File: config.mk
export PLATFORM = sky130hd
export DESIGN_NAME = cache_victim_sel
export DESIGN_NICKNAME = d
export VERILOG_FILES = /design/src/rtl/cache_repl_pkg.sv /design/src/rtl/cache_victim_sel_rotate_prio_enc.sv /design/src/rtl/cache_victim_sel.sv
export SDC_FILE = /design/constraint.sdc
export NUM_CORES = 1
export LEC_CHECK = 0
export BUFFER_PORTS_ARGS = -buffer_cell sky130_fd_sc_hd__buf_2
export CORE_MARGIN = 2
export CORE_UTILIZATION = 45
export DETAILED_ROUTE_END_ITERATION = 8
export PLACE_DENSITY = 0.84
export REMOVE_ABC_BUFFERS = 1
export SLEW_MARGIN = 20
export SYNTH_ARGS = -nofsm -noshare
export SYNTH_HDL_FRONTEND = slang
export SYNTH_SLANG_ARGS = --single-unit
export TNS_END_PERCENT = 10
File: constraint.sdc
create_clock -name clk -period 1.79 [get_ports clk]
set_input_delay 0.0895 -clock clk [delete_from_list [all_inputs] [get_ports clk]]
set_output_delay 0.0895 -clock clk [all_outputs]
set_load 0.005 [all_outputs]
File: src/rtl/cache_repl_pkg.sv
// Shared replacement-policy definitions for the cache victim selector:
// LFSR tap masks, policy mode encoding and index-width helper.
package cache_repl_pkg;

    localparam logic MODE_LFSR = 1'b0;
    localparam logic MODE_RR   = 1'b1;

    // Fibonacci maximal-length taps, bit i set = state bit i feeds the XOR
    function automatic logic [15:0] lfsr_taps(input int width);
        logic [15:0] m;
        case (width)
            3:       m = 16'h0006;
            4:       m = 16'h000C;
            5:       m = 16'h0014;
            6:       m = 16'h0030;
            7:       m = 16'h0060;
            8:       m = 16'h00B8;
            9:       m = 16'h0110;
            10:      m = 16'h0240;
            11:      m = 16'h0500;
            12:      m = 16'h0829;
            13:      m = 16'h100D;
            14:      m = 16'h2015;
            15:      m = 16'h6000;
            16:      m = 16'hD008;
            default: m = 16'h0000;
        endcase
        return m;
    endfunction

    function automatic int idx_w(input int n);
        return (n > 1) ? $clog2(n) : 1;
    endfunction

endpackage

File: src/rtl/cache_victim_sel_rotate_prio_enc.sv
// Rotating priority encoder: first request at or after base, with wrap.
module rotate_prio_enc
    import cache_repl_pkg::*;
#(
    parameter  int N  = 4,
    localparam int IW = idx_w(N)
) (
    input  logic [N-1:0]  req_i,
    input  logic [IW-1:0] base_i,
    output logic [N-1:0]  gnt_o,
    output logic          any_o
);

    logic [N-1:0] rot;
    logic [N-1:0] low;

    // rotate so base sits at bit 0, isolate lowest bit, rotate back
    always_comb begin
        rot   = N'({req_i, req_i} >> base_i);
        low   = rot & (~rot + N'(1));
        gnt_o = N'({low, low} << base_i >> N);
        any_o = |req_i;
    end

endmodule

File: src/rtl/cache_victim_sel.sv
// Victim-way selector: invalid-way priority, then LFSR or round-robin
// search over unlocked ways; state advances only on committed fills.
module cache_victim_sel
    import cache_repl_pkg::*;
#(
    parameter int               NUMWAYS = 4,
    parameter int               LFSRW   = 8,
    parameter logic [LFSRW-1:0] SEED    = 'h01
) (
    input  logic               clk,
    input  logic               reset,
    input  logic               FlushStage,
    input  logic               CacheEn,
    input  logic               LRUWriteEn,
    input  logic               SetValid,
    input  logic               InvalidateCache,
    input  logic [NUMWAYS-1:0] ValidWay,
    input  logic [NUMWAYS-1:0] WayLock,
    input  logic               Mode,
    output logic [NUMWAYS-1:0] VictimWay,
    output logic               VictimOk,
    output logic [LFSRW-1:0]   LFSRState
);

    localparam int               IW       = idx_w(NUMWAYS);
    localparam logic [15:0]      TAPS_ALL = lfsr_taps(LFSRW);
    localparam logic [LFSRW-1:0] TAPS     = TAPS_ALL[LFSRW-1:0];

    logic [LFSRW-1:0]   lfsr_q, lfsr_d;
    logic [IW-1:0]      rr_q, rr_d;
    logic [NUMWAYS-1:0] cand, inval, inval_oh, rot_oh;
    logic [IW-1:0]      base, victim_idx;
    logic               rot_any, advance;

    rotate_prio_enc #(.N(NUMWAYS)) u_rot (
        .req_i  (cand),
        .base_i (base),
        .gnt_o  (rot_oh),
        .any_o  (rot_any)
    );

    always_comb begin
        cand      = ~WayLock;
        inval     = cand & ~ValidWay;
        inval_oh  = inval & (~inval + NUMWAYS'(1));
        base      = (Mode == MODE_RR) ? rr_q : lfsr_q[IW-1:0];
        VictimWay = (|inval) ? inval_oh : rot_oh;
        VictimOk  = rot_any;
        LFSRState = lfsr_q;
        advance   = CacheEn & LRUWriteEn & SetValid & ~FlushStage;
    end

    always_comb begin
        victim_idx = '0;
        for (int i = 0; i < NUMWAYS; i++) begin
            if (VictimWay[i]) victim_idx = victim_idx | IW'(i);
        end
    end

    always_comb begin
        lfsr_d = lfsr_q;
        if (lfsr_q == '0)
            lfsr_d = SEED;
        else if (advance)
            lfsr_d = {lfsr_q[LFSRW-2:0], ^(lfsr_q & TAPS)};
    end

    // pointer follows the chosen victim, whichever priority picked it
    always_comb begin
        rr_d = rr_q;
        if (InvalidateCache)
            rr_d = '0;
        else if (advance && VictimOk)
            rr_d = victim_idx + IW'(1);
    end

    always_ff @(posedge clk or negedge reset) begin
        if (!reset) begin
            lfsr_q <= SEED;
            rr_q   <= '0;
        end else begin
            lfsr_q <= lfsr_d;
            rr_q   <= rr_d;
        end
    end

endmodule

==> flow_metrics.py <==
metrics = {
    "outcome": {
        "status": "complete, no violations",
    },
    "placement": {
        "place.gp.congestion": 0.816,
        "post_dp_cell_area_um2": 890,
        "portBuffers": 28,
        "dp_cells": 130,
        "place_hpwl_um": 1430,
    },
    "routing": {
        "drc_errors": 0,
        "via_per_inst": 5.84,
        "first_pass_iters": 3,
        "vias": 829,
        "ant_nets": 0,
        "first_iter_violations": 6,
        "wirelength_um": 1910,
        "post_drt_wl_per_cell_um": 13.4,
    },
    "logic_synthesis": {
        "yosys_warnings": 0,
        "async_flop_share": 1.00,
        "synth_top_cell_by_area": "dfrtp_1",
        "synth-seq-cells": 10,
        "ys_top_cells_by_area": "dfrtp_1, nand2_1, nor2_1",
        "syn_area_um2": 787,
        "synth_top_area_share": 0.286,
        "synth_flop_cell": "dfrtp_1",
        "synth_edf_count": 0,
        "synth_cells": 91,
        "syn_area_per_cell_um2": 8.65,
        "synth.most_common_cell": "nand2_1",
        "netlist_top_cells_count": "nand2_1, dfrtp_1, nor2_1",
        "yosysSeqAreaShare": 0.320,
        "synth_cell_types": 40,
    },
    "clock_tree": {
        "numCtsBuffers": 3,
        "cts_root_buffer": "clkbuf_4",
        "path_clk_slew_ns": 0.06,
        "htree_levels": 1,
        "cts_buffer_depth": 2,
        "insertion_delay_ns": 0.26,
        "cts_sinks": 10,
        "cts_tree": "yes",
    },
    "critical_path": {
        "crit_path_start_kind": "flop",
        "crit_path_end_kind": "primary output",
        "crit_type": "flop to primary output",
        "path_max_fanout": 4,
        "required_ns": 1.70,
        "max_stage_delay_ns": 0.56,
        "cp_slowest_cell": "dfstp_2",
        "crit_chain": "buf_4 -> nand3b_1 -> o21ai_1 -> o21ai_1 -> a211o_1 -> o31ai_1 -> buf_2",
        "reg2reg_slack_ns": 0.10,
        "path_buf_inv": 2,
        "critPathTopFamily": "flip-flops",
        "path_common_cell": "o21ai_1",
        "cp.arrival_ns": 1.69,
    },
    "floorplanning": {
        "fp.dieArea_mm2": 0.00210,
        "rows": 15,
        "die_x_um": 45.8,
        "start_util": 0.466,
        "core_mm2": 0.00169,
        "io_pins": 29,
        "die-height_um": 45.8,
    },
    "timing": {
        "rsz0062_at_grt": "true",
        "hold-worst-slack_ns": 0.0240,
        "clock-skew-final_ns": 0.000798,
        "drv_slew": 0,
        "hold_violations": 0,
        "tightest_slew_ns": 0.743,
        "finalCritPeriodShare": 0.996,
        "slew_headroom": 0.500,
        "setup-violations-final": 0,
        "period_minus_slack_ns": 1.78,
        "max_freq_mhz": 561,
    },
    "grt": {
        "grt_max_degree": 11,
        "track_usage": 0.196,
        "grt_pass1_vias": 754,
        "grt_pass1_wl_um": 3060,
        "globalRouteOverflowTotal": 0,
        "antenna_found_initial": 0,
    },
    "hold_path": {
        "hp-class": "primary input to flop",
    },
    "power": {
        "switching_power_mw": 0.390,
        "p_clk_frac": 0.187,
        "powerDensity_mw_per_mm2": 1060,
        "pwr-share-seq": 0.353,
        "power.internal_mw": 0.679,
        "switching_share": 0.364,
        "ir_drop_mv": 0.729,
        "p_comb_frac": 0.460,
        "p_leak_nw": 0.481,
    },
    "layout": {
        "stdcell_count": 142,
        "drive_gt1_frac": 0.400,
        "final_nets": 143,
        "utilization": 0.597,
        "area_growth_pct": 28.1,
        "insertedDiodeCount": 0,
        "finalInstanceArea_mm2": 0.00101,
    },
    "run": {
        "maxCapViolCount": 0,
    },
}
cell type report:
cell class | instances | area, um2
fill | 153 | 681
multi-input combinational | 70 | 477
sequential | 10 | 253
timing repair buffer | 36 | 203
clock buffer | 4 | 36.3
tap | 17 | 21.3
inverter | 5 | 18.8
power groups by stage:
stage / combinational, mW / clock [mW] / sequential [mW]
final: 0.492 / 0.200 / 0.377
after global routing: 0.544 / 0.214 / 0.387
after CTS: 0.483 / 0.205 / 0.376
after detailed placement: 0.403 / 0 / 0.395
after global placement: 0.394 / 0 / 0.390
after floorplan: 0.247 / 0 / 0.388
sequential cells by signal, indices dropped and copies added, names as in the netlist:
name,flops
LFSRState,8
rr_q,2
what timing repair did:
item / in CTS / in global routing
setup endpoints to repair: 2 / 5
resized for setup: 2 / 7
setup buffers: 6 / 1
pin swaps: 1 / 3
hold buffers: 1 / 0
hold endpoints to repair: 10 / 0
stage by stage:
| stage | worst slack [ns] | total power [mW] | setup TNS, ns |
|---|---|---|---|
| 2_1_floorplan | 0.216 | 0.635 | 0 |
| 3_3_place_gp | 0.178 | 0.784 | 0 |
| 3_5_place_dp | 0.0750 | 0.798 | 0 |
| 4_1_cts | -0.0262 | 1.06 | -0.0298 |
| 5_1_grt | -0.0701 | 1.14 | -0.268 |
| 6_report | 0.00644 | 1.07 | 0 |
cell usage in the layout, fill, tap and decap left out, types with 2 or more instances in the layout:
cell type,n
nand2_1,14
nand3b_1,2
dfrtp_1,8
o31ai_1,2
buf_4,7
inv_1,5
a21o_1,2
a211oi_1,2
o21ai_1,3
o21ai_0,3
o211ai_1,3
buf_2,28
o22ai_1,2
a21oi_1,3
a211o_1,2
clkbuf_4,3
nor2_1,8
worst paths after layout:
check,startpoint,cells past startpoint,end
min reg2reg,LFSRState[6],2,LFSRState[7]
max,LFSRState[0],7,VictimWay[2]
min in group asynchronous,reset,2,LFSRState[5]
max reg2reg,LFSRState[0],7,rr_q[0]
min,InvalidateCache,2,rr_q[1]
max in group asynchronous,reset,2,LFSRState[0]
kinds of logic (layout without fill, tap and decap cells):
| group | Yosys count | in the layout | synth area share |
|---|---|---|---|
| flip-flops | 10 | 10 | 0.320 |
| AND/OR/NAND/NOR | 35 | 35 | 0.227 |
| XOR/XNOR | 2 | 2 | 0.0223 |
| multiplexers | 2 | 2 | 0.0413 |
| AO/OA/AOI/OAI | 30 | 30 | 0.275 |
| adder cells (fa/ha/maj) | 1 | 1 | 0.0159 |
| buffers and inverters | 11 | 45 | 0.0986 |
routing by layer:
metal,global-route usage,share of wire
met5,0,0
met4,0.0857,0.014
met3,0.0159,0.052
met2,0.352,0.49
met1,0.235,0.44
Note: power is estimated with default switching activity, not from simulation.
